**src/rtl/crack_sequencer.sv**
```systemverilog
// Brute-force candidate sequencer: walks a 4-digit base-ALPHA counter, issues
// candidates to a pipelined hash/compare unit and tracks in-order results.
module crack_sequencer #(
    parameter int MAX_OUT = 4,
    parameter int ALPHA   = 26
) (
    input  logic        clk,
    input  logic        rst,
    input  logic        start,
    input  logic        abort,
    output logic [5:0]  a,
    output logic [5:0]  b,
    output logic [5:0]  c,
    output logic [5:0]  d,
    output logic        cand_valid,
    input  logic        cand_ready,
    input  logic        res_valid,
    input  logic        res_match,
    output logic        busy,
    output logic        found,
    output logic        exhausted,
    output logic [23:0] found_word,
    output logic [18:0] tested
);

    // state   | meaning
    // S_IDLE  | waiting for start after reset
    // S_RUN   | issuing candidates and collecting results
    // S_DRAIN | no issue; collecting remaining results after match/abort
    // S_DONE  | results held until the next start
    typedef enum logic [1:0] {S_IDLE, S_RUN, S_DRAIN, S_DONE} state_t;

    localparam int PW = $clog2(MAX_OUT);
    localparam int OW = PW + 1;
    localparam logic [OW-1:0] MAX_OUT_C = OW'(MAX_OUT);
    localparam logic [5:0]    LAST_SYM  = 6'(ALPHA - 1);
    localparam logic [23:0]   LAST_CAND = {LAST_SYM, LAST_SYM, LAST_SYM, LAST_SYM};

    state_t        state_q, state_d;
    logic [23:0]   cnt_q, cnt_d;
    logic          last_q, last_d;
    logic [OW-1:0] out_q, out_d;
    logic [PW-1:0] wr_q, wr_d;
    logic [PW-1:0] rd_q, rd_d;
    logic [23:0]   fifo_q [MAX_OUT];
    logic [23:0]   fifo_d [MAX_OUT];
    logic          found_q, found_d;
    logic          exh_q, exh_d;
    logic [23:0]   fw_q, fw_d;
    logic [18:0]   tested_q, tested_d;

    logic          valid_c;
    logic          xfer;
    logic          pop;
    logic [23:0]   head;

    function automatic logic [23:0] next_cand(input logic [23:0] v);
        logic [23:0] r;
        r = v;
        if (v[5:0] != LAST_SYM) begin
            r[5:0] = v[5:0] + 6'd1;
        end else begin
            r[5:0] = 6'd0;
            if (v[11:6] != LAST_SYM) begin
                r[11:6] = v[11:6] + 6'd1;
            end else begin
                r[11:6] = 6'd0;
                if (v[17:12] != LAST_SYM) begin
                    r[17:12] = v[17:12] + 6'd1;
                end else begin
                    r[17:12] = 6'd0;
                    r[23:18] = v[23:18] + 6'd1;
                end
            end
        end
        return r;
    endfunction

    assign valid_c = (state_q == S_RUN) && (out_q < MAX_OUT_C) && !last_q;
    assign xfer    = valid_c && cand_ready;
    assign pop     = res_valid && (out_q != '0);
    assign head    = fifo_q[rd_q];

    always_comb begin
        state_d  = state_q;
        cnt_d    = cnt_q;
        last_d   = last_q;
        out_d    = out_q;
        wr_d     = wr_q;
        rd_d     = rd_q;
        fifo_d   = fifo_q;
        found_d  = found_q;
        exh_d    = exh_q;
        fw_d     = fw_q;
        tested_d = tested_q;

        if (xfer) begin
            fifo_d[wr_q] = cnt_q;
            wr_d = wr_q + PW'(1);
            // counter parks on the final candidate instead of wrapping to zero
            if (cnt_q == LAST_CAND) begin
                last_d = 1'b1;
            end else begin
                cnt_d = next_cand(cnt_q);
            end
        end

        if (pop) begin
            rd_d = rd_q + PW'(1);
            if (tested_q != '1) begin
                tested_d = tested_q + 19'd1;
            end
        end

        if (xfer && !pop) begin
            out_d = out_q + OW'(1);
        end else if (pop && !xfer) begin
            out_d = out_q - OW'(1);
        end

        case (state_q)
            S_IDLE, S_DONE: begin
                if (start) begin
                    state_d  = S_RUN;
                    cnt_d    = '0;
                    last_d   = 1'b0;
                    out_d    = '0;
                    wr_d     = '0;
                    rd_d     = '0;
                    found_d  = 1'b0;
                    exh_d    = 1'b0;
                    fw_d     = '0;
                    tested_d = '0;
                end
            end
            S_RUN: begin
                // a match outranks a simultaneous abort
                if (pop && res_match) begin
                    found_d = 1'b1;
                    fw_d    = head;
                    state_d = S_DRAIN;
                end else if (abort) begin
                    state_d = S_DRAIN;
                end else if (last_d && (out_d == '0)) begin
                    exh_d   = 1'b1;
                    state_d = S_DONE;
                end
            end
            S_DRAIN: begin
                if (out_d == '0) begin
                    state_d = S_DONE;
                end
            end
            default: state_d = S_IDLE;
        endcase
    end

    always_ff @(posedge clk or negedge rst) begin
        if (!rst) begin
            state_q  <= S_IDLE;
            cnt_q    <= '0;
            last_q   <= 1'b0;
            out_q    <= '0;
            wr_q     <= '0;
            rd_q     <= '0;
            for (int i = 0; i < MAX_OUT; i++) begin
                fifo_q[i] <= '0;
            end
            found_q  <= 1'b0;
            exh_q    <= 1'b0;
            fw_q     <= '0;
            tested_q <= '0;
        end else begin
            state_q  <= state_d;
            cnt_q    <= cnt_d;
            last_q   <= last_d;
            out_q    <= out_d;
            wr_q     <= wr_d;
            rd_q     <= rd_d;
            fifo_q   <= fifo_d;
            found_q  <= found_d;
            exh_q    <= exh_d;
            fw_q     <= fw_d;
            tested_q <= tested_d;
        end
    end

    assign a          = cnt_q[23:18];
    assign b          = cnt_q[17:12];
    assign c          = cnt_q[11:6];
    assign d          = cnt_q[5:0];
    assign cand_valid = valid_c;
    assign busy       = (state_q == S_RUN) || (state_q == S_DRAIN);
    assign found      = found_q;
    assign exhausted  = exh_q;
    assign found_word = fw_q;
    assign tested     = tested_q;

endmodule

```
**config.mk**
```make
export PLATFORM = sky130hd
export DESIGN_NAME = crack_sequencer
export DESIGN_NICKNAME = d
export VERILOG_FILES = /design/src/rtl/crack_sequencer.sv
export SDC_FILE = /design/constraint.sdc
export NUM_CORES = 1
export LEC_CHECK = 0
export ABC_AREA = 1
export CORE_AREA = 2 2 145 147
export DETAILED_ROUTE_END_ITERATION = 6
export DIE_AREA = 0 0 147 149
export HOLD_SLACK_MARGIN = 0.05
export PLACE_DENSITY = 0.68
export SLEW_MARGIN = 5
export SYNTH_ARGS = -nofsm -noshare
export SYNTH_HDL_FRONTEND = slang
export SYNTH_SLANG_ARGS = --single-unit
export TNS_END_PERCENT = 1
```
**constraint.sdc**
```tcl
create_clock -name clk -period 2.51 [get_ports clk]
set_input_delay 0.251 -clock clk [delete_from_list [all_inputs] [get_ports clk]]
set_output_delay 0.251 -clock clk [all_outputs]
set_load 0.01 [all_outputs]
```
==> load_flow_metrics.sql <==
INSERT INTO impl_metrics (metric_group, metric, value, unit) VALUES
('worst_setup_path', 'critical_path_class', 'reg -> reg', ''),
('sta', 'grt_setup_unrepaired', 'no', ''),
('global_routing', 'vias_in_the_first_global_route', '6762', ''),
('detailed_routing', 'ant_nets', '0', ''),
('sta', 'worst_hold_slack', '0.339', 'ns'),
('detailed_routing', 'postRouteWirelength', '20600', 'microns'),
('place', 'gp_congestion', '0.869', ''),
('worst_setup_path', 'cp.required', '2.87', 'ns'),
('worst_setup_path', 'critPathMostFrequentCell', 'nand2_1', ''),
('synth', 'synth_top_area_cell', 'dfrtp_1', ''),
('detailed_routing', 'drt_drc_violations_left', '0', ''),
('worst_setup_path', 'worst_r2r_startpoint', 'cnt_q[13]$_DFF_PN0_', ''),
('synth', 'yosysTopAreaCellShare', '50.5', '%'),
('clocking', 'cts_tree', 'done', ''),
('clocking', 'clk_latency', '0.43', 'ns'),
('sta', 'max_slew_margin_vs_limit', '61.1', '%'),
('synth', 'postSynthAreaPerCell', '8.94', 'sq um'),
('global_routing', 'antenna_violations_before_repair', '0', ''),
('power', 'share_clk_of_total_power', '25.6', '%'),
('clocking', 'cts.htree.levels', '4', ''),
('worst_setup_path', 'largest_fanout_of_any_net_on_the_critical_path', '11', ''),
('power', 'switchingPower', '4.09', 'mW'),
('worst_setup_path', 'setup.worst_path.start', 'cnt_q[13]$_DFF_PN0_', ''),
('sta', 'share_of_the_clock_period_used_by_the_worst_path_after_layout', '87.0', '%'),
('layout', 'antenna_cells', '0', ''),
('layout', 'nets', '1061', ''),
('worst_setup_path', 'buf_inv_on_cp', '3', ''),
('floorplan', 'dieWidth', '147', 'microns'),
('clocking', 'tritoncts_num_sinks', '175', ''),
('global_routing', 'grt_util_all_layers', '19.7', '%'),
('clocking', 'ctsResizeCount', '0', ''),
('worst_setup_path', 'setup_crit_end_kind', 'register', ''),
('clocking', 'ctsRootBufferMaster', 'clkbuf_16', ''),
('detailed_routing', 'drt_first_pass_iters', '5', ''),
('detailed_routing', 'avgRoutedWirePerCell', '15.6', 'microns'),
('sta', 'hold_viol', '0', ''),
('sta', 'achievable-frequency', '0.458', 'GHz'),
('worst_setup_path', 'crit_path_cell_trace', 'inv_1 > ha_1 > nand2_1 > nor2_2 > nand2_2 > nor2_4 > a21oi_4 > nand2_4 > inv_4 > nand2_4 > inv_4 > nand2_1 > nand2_1 > nand2_1 > nor2_1', ''),
('floorplan', 'design.portCount', '78', ''),
('detailed_routing', 'drtIter0Drc', '496', ''),
('sta', 'worstMarginPinSlew', '0.584', 'ns'),
('layout', 'post_route_cells_drive_above_1_share', '11.6', '%'),
('global_routing', 'grt_pass1_wl', '34400', 'microns'),
('global_routing', 'grt_max_degree', '55', ''),
('clocking', 'cts.reportedPaths.clkPinSlew', '0.07', 'ns'),
('detailed_routing', 'vias_per_cell', '5.20', ''),
('synth', 'post_synth_main_area_contributors', 'dfrtp_1 51%, nand2_1 10%, o21ai_0 6.7%, inv_1 3.6%, a21oi_1 3.1%', ''),
('floorplan', 'die_height', '149', 'microns'),
('power', 'power.switching_fraction', '38.2', '%'),
('place', 'buffer_ports.inserted', '77', ''),
('floorplan', 'initial_core_util', '42.2', '%'),
('power', 'cellLeakagePower', '4.49', 'nW'),
('layout', 'fin_area', '10300', 'sq um'),
('floorplan', 'die-area', '21900', 'sq um'),
('power', 'p_total', '10.7', 'mW'),
('worst_setup_path', 'critical_path_arrival', '2.55', 'ns'),
('synth', 'yosys_register_bits', '175', ''),
('worst_setup_path', 'timing.critical_path.slowest_cell_delay', '0.43', 'ns'),
('global_routing', 'overflow', '0', ''),
('status', 'status', 'finished clean', ''),
('layout', 'most_frequent_standard_cell_in_the_layout_excluding_fill_and_tap_cells', 'nand2_1', ''),
('floorplan', 'core_region_area', '20600', 'sq um'),
('power', 'intPower', '6.61', 'mW'),
('synth', 'synth.distinct_cells', '46', ''),
('detailed_routing', 'vias', '6886', ''),
('place', 'dp_hpwl', '13700', 'microns'),
('place', 'detailed_place.area', '9730', 'sq um'),
('worst_hold_path', 'path_category_of_the_worst_min_delay_check', 'in -> async', ''),
('synth', 'postSynth.asyncResetShare', '100', '%'),
('power', 'cellPowerDensity', '1030', 'nW/um^2'),
('sta', 'final-max-slew-violation-count', '0', '');
logic make-up (layout without fill, tap and decap cells):
| group | Yosys count | after routing | share of synthesized area (%) |
|---|---|---|---|
| adders and majority gates | 18 | 18 | 2.60 |
| xor gates and xnor gates | 18 | 18 | 1.82 |
| and+or+nand+nor | 387 | 387 | 21.0 |
| buffers and inverters | 141 | 220 | 7.03 |
| AOI/OAI and AO/OA | 231 | 231 | 17.0 |
| DFF | 175 | 175 | 50.5 |
metal layers:
layer / vias up / GRT usage, % / routed length [microns]
li1: 3351 / - / -
met1: 3334 / 27.4 / 9880
met2: 174 / 31.5 / 9420
met3: 27 / 4.46 / 1020
met4: 0 / 4.95 / 327
met5: - / 0 / 0
flip-flops by register name, summed over array words and instances, names as in the netlist:
signal / count
wr_q: 2
state_q: 2
found: 1
fifo_q: 96
rd_q: 2
last_q: 1
found_word: 24
cnt_q: 24
tested: 19
exhausted: 1
out_q: 3
power groups by stage:
stage          combinational, mW  clock (mW)  sequential (mW)
3_3_place_gp                3.94           0             3.97
5_1_grt                     4.45        2.91             4.02
3_5_place_dp                4.01           0             3.98
6_report                    4.02        2.74             3.93
2_1_floorplan               2.68           0             3.98
4_1_cts                     4.04        2.80             3.93
worst paths after layout:
| kind | endpoint | slack, ns | cells after the start |
|---|---|---|---|
| hold reg to reg | fifo_q[16]$_DFFE_PN0P_ | 0.49 | 2 |
| hold / removal | found_word[8]$_DFFE_PN0P_ | 0.34 | 2 |
| setup / recovery | cnt_q[21]$_DFF_PN0_ | 0.33 | 15 |
| min in group clk | fifo_q[16]$_DFFE_PN0P_ | 0.49 | 2 |
| setup reg to reg | cnt_q[21]$_DFF_PN0_ | 0.33 | 15 |
| max in group asynchronous | cnt_q[4]$_DFF_PN0_ | 1.50 | 3 |
worst register-to-register path: cells and delay by family, from the launching register on:
family | cells | cell delay, ns
fa+ha+maj | 1 | 0.20
simple gates | 10 | 0.78
flops | 1 | 0.43
buf+inv | 3 | 0.34
compound gates | 1 | 0.38
synthesized netlist by cell type, drive strengths merged (3+ instances only):
cell and number:
buf 25, a21oi 57, nand4 10, a211oi 3, clkbuf 24, nor3 14, a32o 24, o21bai 3
inv 91, nor3b 3, nand3 44, nand2 256, xor2 17, ha 18, nor2 56, dfrtp 175
o22ai 25, o21ai 118
stage by stage:
stage	worst slack, ns	cells
2_1_floorplan	0.703	970
3_5_place_dp	0.351	1291
4_1_cts	0.311	1324
6_report	0.326	1324
3_3_place_gp	0.379	1291
5_1_grt	0.112	1324
final cells by class:
class	count	area, sq um	area share, %
inverters	92	365	3.53
repair buffers	96	967	9.35
multi-input cells	654	3680	35.6
well taps	275	344	3.33
clock inverters	14	171	1.66
flip-flops and latches	175	4380	42.3
clock buffers	18	439	4.24
what timing repair did:
item | CTS | global route
buffers inserted | 0 | 0
hold buffers | 1 | 0
hold endpoints to repair | 50 | 0
No activity file was read; power rests on OpenSTA's default activity.
